**config.mk**
```make
export PLATFORM = sky130hd
export DESIGN_NAME = dmem_arbiter
export DESIGN_NICKNAME = d
export VERILOG_FILES = /design/src/rtl/dmem_arb_pkg.sv /design/src/rtl/dmem_arbiter_starve_counter.sv /design/src/rtl/dmem_arbiter.sv
export SDC_FILE = /design/constraint.sdc
export NUM_CORES = 1
export LEC_CHECK = 0
export BUFFER_PORTS_ARGS = -buffer_cell sky130_fd_sc_hd__buf_2
export CORE_AREA = 2 2 100 102
export DETAILED_ROUTE_END_ITERATION = 8
export DIE_AREA = 0 0 102 104
export SLEW_MARGIN = 5
export SYNTH_ARGS = -nofsm -noshare
export SYNTH_HDL_FRONTEND = slang
export SYNTH_SLANG_ARGS = --single-unit
```
**constraint.sdc**
```tcl
create_clock -name i_clk -period 3.5 [get_ports i_clk]
set_input_delay 0.35 -clock i_clk [delete_from_list [all_inputs] [get_ports i_clk]]
set_output_delay 0.35 -clock i_clk [all_outputs]
set_load 0.01 [all_outputs]
```
**src/rtl/dmem_arb_pkg.sv**
```systemverilog
// -----------------------------------------------------------------------------
// dmem_arb_pkg
// Shared definitions for the data-memory arbiter and the CPU memory stage:
//   - DMEM_ADDR_WIDTH      : word-address width of the single dmem port
//   - DEFAULT_STARVE_LIMIT : default number of denied DMA cycles before a
//                            forced DMA slot
//   - STARVE_CNT_WIDTH     : width of the starvation counter
//   - owner_e              : tag of the requester whose read data returns next
//   - is_read()            : a request with no byte enables is a read
// -----------------------------------------------------------------------------
package dmem_arb_pkg;

  localparam int DMEM_ADDR_WIDTH      = 14;
  localparam int DEFAULT_STARVE_LIMIT = 8;
  localparam int STARVE_CNT_WIDTH     = 8;

  typedef enum logic [1:0] {
    OWN_NONE = 2'd0,
    OWN_CPU  = 2'd1,
    OWN_DMA  = 2'd2
  } owner_e;

  function automatic logic is_read(input logic [3:0] we);
    return (we == 4'b0000);
  endfunction

endpackage

```
**src/rtl/dmem_arbiter_starve_counter.sv**
```systemverilog
// -----------------------------------------------------------------------------
// arb_starve_counter
// Saturating counter of consecutive cycles in which the DMA requester was
// denied. Clear has priority over increment; the count stops at LIMIT.
// Ports:
//   i_clk, i_rst  : clock, synchronous active-high reset
//   i_clr         : clear the count this edge
//   i_inc         : increment the count this edge (ignored when i_clr)
//   o_at_limit    : count currently equals LIMIT
// -----------------------------------------------------------------------------
module arb_starve_counter
  import dmem_arb_pkg::*;
#(
  parameter int LIMIT = DEFAULT_STARVE_LIMIT
) (
  input  logic i_clk,
  input  logic i_rst,
  input  logic i_clr,
  input  logic i_inc,
  output logic o_at_limit
);

  localparam logic [STARVE_CNT_WIDTH-1:0] LIMIT_VAL = STARVE_CNT_WIDTH'(LIMIT);
  localparam logic [STARVE_CNT_WIDTH-1:0] CNT_ZERO  = {STARVE_CNT_WIDTH{1'b0}};
  localparam logic [STARVE_CNT_WIDTH-1:0] CNT_ONE   = STARVE_CNT_WIDTH'(1);

  logic [STARVE_CNT_WIDTH-1:0] r_count;

  // Count register: clear, saturating increment, or hold.
  always_ff @(posedge i_clk) begin
    if (i_rst) begin
      r_count <= CNT_ZERO;
    end else if (i_clr) begin
      r_count <= CNT_ZERO;
    end else if (i_inc && (r_count != LIMIT_VAL)) begin
      r_count <= r_count + CNT_ONE;
    end else begin
      r_count <= r_count;
    end
  end

  assign o_at_limit = (r_count == LIMIT_VAL);

endmodule

```
**src/rtl/dmem_arbiter.sv**
```systemverilog
// -----------------------------------------------------------------------------
// dmem_arbiter
// Shares the single data-memory port between the CPU memory stage and a
// secondary requester (UART loader / DMA). At most one grant per cycle, CPU
// has priority, and a starvation counter forces a DMA slot after STARVE_LIMIT
// consecutive denied cycles. Read data returns one cycle after the grant and
// is steered to the requester that issued the read.
// Ports:
//   i_clk, i_rst                     : clock, synchronous active-high reset
//   i_cpu_req/addr/we/din            : CPU request (single cycle), we==0 is read
//   o_cpu_gnt                        : combinational CPU grant
//   o_cpu_rvalid, o_cpu_rdata        : CPU read return (rdata 0 when not valid)
//   i_dma_* / o_dma_*                : same set for the DMA requester
//   o_mem_en/we/addr/din, i_mem_dout : dmem port (synchronous read)
//   o_starve_active                  : forced DMA grant condition this cycle
// -----------------------------------------------------------------------------
module dmem_arbiter
  import dmem_arb_pkg::*;
#(
  parameter int ADDR_WIDTH   = DMEM_ADDR_WIDTH,
  parameter int STARVE_LIMIT = DEFAULT_STARVE_LIMIT
) (
  input  logic                  i_clk,
  input  logic                  i_rst,
  input  logic                  i_cpu_req,
  input  logic [ADDR_WIDTH-1:0] i_cpu_addr,
  input  logic [3:0]            i_cpu_we,
  input  logic [31:0]           i_cpu_din,
  output logic                  o_cpu_gnt,
  output logic                  o_cpu_rvalid,
  output logic [31:0]           o_cpu_rdata,
  input  logic                  i_dma_req,
  input  logic [ADDR_WIDTH-1:0] i_dma_addr,
  input  logic [3:0]            i_dma_we,
  input  logic [31:0]           i_dma_din,
  output logic                  o_dma_gnt,
  output logic                  o_dma_rvalid,
  output logic [31:0]           o_dma_rdata,
  output logic                  o_mem_en,
  output logic [3:0]            o_mem_we,
  output logic [ADDR_WIDTH-1:0] o_mem_addr,
  output logic [31:0]           o_mem_din,
  input  logic [31:0]           i_mem_dout,
  output logic                  o_starve_active
);

  logic   w_at_limit;
  logic   w_force;
  logic   w_cpu_gnt;
  logic   w_dma_gnt;
  logic   w_cnt_clr;
  logic   w_cnt_inc;
  owner_e w_rd_owner_nxt;
  owner_e r_rd_owner;

  // Grant decision; reset suppresses every grant and the forced slot.
  always_comb begin
    w_force   = 1'b0;
    w_dma_gnt = 1'b0;
    w_cpu_gnt = 1'b0;
    if (i_rst) begin
      w_force   = 1'b0;
      w_dma_gnt = 1'b0;
      w_cpu_gnt = 1'b0;
    end else begin
      w_force   = i_dma_req && w_at_limit;
      w_dma_gnt = i_dma_req && (!i_cpu_req || w_force);
      w_cpu_gnt = i_cpu_req && !w_dma_gnt;
    end
  end

  // A DMA that is served or not asking has not been starved.
  assign w_cnt_clr = !i_dma_req || w_dma_gnt;
  assign w_cnt_inc = !w_cnt_clr;

  arb_starve_counter #(
    .LIMIT (STARVE_LIMIT)
  ) u_starve_counter (
    .i_clk      (i_clk),
    .i_rst      (i_rst),
    .i_clr      (w_cnt_clr),
    .i_inc      (w_cnt_inc),
    .o_at_limit (w_at_limit)
  );

  // Memory port mux: the granted requester drives the port, otherwise all 0.
  always_comb begin
    o_mem_en   = 1'b0;
    o_mem_we   = 4'b0000;
    o_mem_addr = {ADDR_WIDTH{1'b0}};
    o_mem_din  = 32'h0000_0000;
    if (w_cpu_gnt) begin
      o_mem_en   = 1'b1;
      o_mem_we   = i_cpu_we;
      o_mem_addr = i_cpu_addr;
      o_mem_din  = i_cpu_din;
    end else if (w_dma_gnt) begin
      o_mem_en   = 1'b1;
      o_mem_we   = i_dma_we;
      o_mem_addr = i_dma_addr;
      o_mem_din  = i_dma_din;
    end else begin
      o_mem_en   = 1'b0;
      o_mem_we   = 4'b0000;
      o_mem_addr = {ADDR_WIDTH{1'b0}};
      o_mem_din  = 32'h0000_0000;
    end
  end

  // Next read owner: only granted reads produce a return next cycle.
  always_comb begin
    w_rd_owner_nxt = OWN_NONE;
    if (w_cpu_gnt && is_read(i_cpu_we)) begin
      w_rd_owner_nxt = OWN_CPU;
    end else if (w_dma_gnt && is_read(i_dma_we)) begin
      w_rd_owner_nxt = OWN_DMA;
    end else begin
      w_rd_owner_nxt = OWN_NONE;
    end
  end

  // Read owner register; reset drops any in-flight return.
  always_ff @(posedge i_clk) begin
    if (i_rst) begin
      r_rd_owner <= OWN_NONE;
    end else begin
      r_rd_owner <= w_rd_owner_nxt;
    end
  end

  assign o_cpu_gnt       = w_cpu_gnt;
  assign o_dma_gnt       = w_dma_gnt;
  assign o_starve_active = w_force;
  assign o_cpu_rvalid    = (r_rd_owner == OWN_CPU);
  assign o_dma_rvalid    = (r_rd_owner == OWN_DMA);
  assign o_cpu_rdata     = o_cpu_rvalid ? i_mem_dout : 32'h0000_0000;
  assign o_dma_rdata     = o_dma_rvalid ? i_mem_dout : 32'h0000_0000;

endmodule

```
==> results.json <==
{
  "final.fill_count": 1064,
  "core_um2": 9549,
  "ys_async_sr_fraction_pct": 0,
  "portBuffers": 255,
  "post-synth-top-area-fraction_pct": 31.20,
  "n_antenna_cell": 0,
  "synth_cells": 194,
  "final_hold_viol_count": 0,
  "fp.dieW_um": 102,
  "crit_type": "reg2out",
  "worstHoldStart": "i_cpu_we[0]",
  "routed_wl_um": 8267,
  "cts_buffers": 3,
  "cts_buffer_depth": 2,
  "drt_first_iter_violations": 131,
  "yosys.area.top_type": "a32o_1",
  "ys_ff_latch": 10,
  "top_layer_used": "met4",
  "rr_startpoint": "u_starve_counter.r_count[0]$_SDFFE_PP0P_",
  "cts_tree": "yes",
  "root_buffer": "clkbuf_8",
  "grt.total_usage_pct": 13.30,
  "cp.arrival_ps": 2720,
  "cp_slowest_cell": "o41a_2",
  "rows": 36,
  "drtAntennaViolNets": 0,
  "cap_violations": 0,
  "die_y_um": 104,
  "first_pass_iters": 4,
  "ys.flop_type": "dfxtp_1",
  "wl_met2_um": 4091,
  "ios": 256,
  "setup-tns-final_ps": 0,
  "synth_edf_count": 0,
  "worst_slew_pin_slew_ps": 1016,
  "numClockSinks": 10,
  "grt_max_degree": 54,
  "synth_area_per_cell_um2": 8.268,
  "grt_pass1_vias": 2195,
  "critPathMaxFanout": 53,
  "dieArea_um2": 10610,
  "grt_pass1_wl_um": 11410,
  "power_leakage_nw": 1.702,
  "cts_hold_buffers": 0,
  "synth_nets": 332,
  "cts_resized": 0,
  "drc": 0,
  "dr_wl_met3_um": 631,
  "peakVddDrop_uv": 194.1,
  "power_density_nw_per_um2": 166.4,
  "timing.fmax_mhz": 325.4,
  "wl_met1_um": 3462,
  "antenna_found_initial": 0,
  "grt_setup_unrepaired": "false",
  "syn_to_final_growth_pct": 84.24,
  "vias": 2516,
  "relSlewSlack_pct": 31.22,
  "critPathLaunch": "u_starve_counter.r_count[0]$_SDFFE_PP0P_",
  "drive_gt1_share_pct": 62.36,
  "place_congestion": 0.8433,
  "setup_viol": 0,
  "postCtsSetupBuffers": 0,
  "crit_required_ps": 3150,
  "netlist-cell-type-count": 31,
  "crit_path_max_incr_delay_ps": 820,
  "overflow": 0,
  "netlist_area_um2": 1604,
  "cts-htree-levels": 1,
  "utilization_pct": 30.95,
  "maxSlewViolCount": 0,
  "dpl.hpwl_um": 6807,
  "status": "completed",
  "min_path_type": "in2reg",
  "skew_ps": 1.626,
  "cp-start-kind": "flip-flop",
  "synth_area_leaders": "a32o_1 31%, and2_1 26%, dfxtp_1 12%, buf_6 4.9%, dlygate4sd3_1 2.5%",
  "cp-end-kind": "output port",
  "nets": 572,
  "wl_per_cell_um": 14.61,
  "path_clk_slew_ps": 50,
  "seq_area_frac_synth_pct": 12.48,
  "start_util_pct": 16.80,
  "fin_crit_ps": 3073,
  "ys_warn_count": 0,
  "path_cells": "inv_1 -> ha_1 -> or4b_4 -> o41a_2 -> or2_2 -> buf_2",
  "clock_latency_ps": 240,
  "period_share_pct": 87.81,
  "vias_per_cell": 4.445
}
-- state kept, by name (all words and copies together), names as in the netlist --
name	cells
u_starve_counter.r_count	8
r_rd_owner	2
-- synthesized netlist by cell type, drive strengths merged (2+ instances only) --
cell and number:
a21oi 3, a32o 50, and2 66, buf 13, clkbuf 7, dfxtp 10
dlygate4sd3 4, ha 2, inv 5, nand3 4, nor2 5, nor2b 3
nor4 2, o21ai 3, or3 3, xor2 2
-- where the power goes --
part	internal (W)	leakage [nW]	switching, W
logic	0.000116	1.59	0.000110
registers	0.000115	0.0807	0.000000919
clock network	0.0000993	0.0288	0.0000508
total	0.000330	1.70	0.000162
-- final timing paths --
path	slack (ps)	to	depth (start not counted)
min	420	r_rd_owner[0]$_SDFF_PP0_	3
max	430	o_mem_en	6
min reg2reg	490	u_starve_counter.r_count[0]$_SDFFE_PP0P_	1
max reg2reg	1210	r_rd_owner[0]$_SDFF_PP0_	5
-- kinds of logic after synthesis --
kind of cell,Yosys count,synth area share (%)
flops,10,12.48
simple gates,91,35.18
buf+inv,29,13.50
xor+xnor,3,1.638
fa+ha+maj,2,1.560
compound gates,59,35.65
-- layout by cell type, fill, tap and decap left out, drive strengths merged, types with 2 or more instances in the layout --
master	Yosys	routed
buf	13	259
and2	66	66
a32o	50	50
dfxtp	10	10
inv	5	5
nor2	5	5
nand3	4	4
clkbuf	7	4
o21ai	3	3
a21oi	3	3
nor2b	3	3
or3	3	3
nor4	2	2
xor2	2	2
ha	2	2
-- worst max-delay path, delay by kind of cell (launching register included) --
kind            cells  cell delay [ps]
compound gates      1              820
simple gates        2              930
flops               1              350
buf+inv             2              210
fa+ha+maj           1              150
-- area by class of cell --
type / instances / area, um^2 / share of cell area [%]
sequential: 10 / 200.2 / 6.774
inverter: 5 / 18.77 / 0.6351
tap: 133 / 166.4 / 5.631
multi-input combinational: 155 / 1196 / 40.47
clock buffer: 4 / 55.05 / 1.863
timing repair buffer: 259 / 1319 / 44.62
-- layer usage --
metal / vias to the layer above / GRT usage (%)
met2: 121 / 24.11
li1: 1215 / -
met1: 1171 / 16.90
met3: 9 / 1.277
met4: 0 / 2.476
met5: - / 0
-- through the flow --
step	std cells	hold slack, ps	instance area (um^2)	total power [W]	worst slack, ps
CTS	566	422.9	2955	0.0004984	412.9
floorplan	194	452.5	1604	0.0002219	1255
finish	566	423.9	2955	0.0004919	426.7
global placement	562	470.1	2900	0.0003402	751.0
global route	566	439.6	2955	0.0005181	319.1
detailed placement	562	479.9	2900	0.0003449	689.3
(Power assumes the default switching activity.)
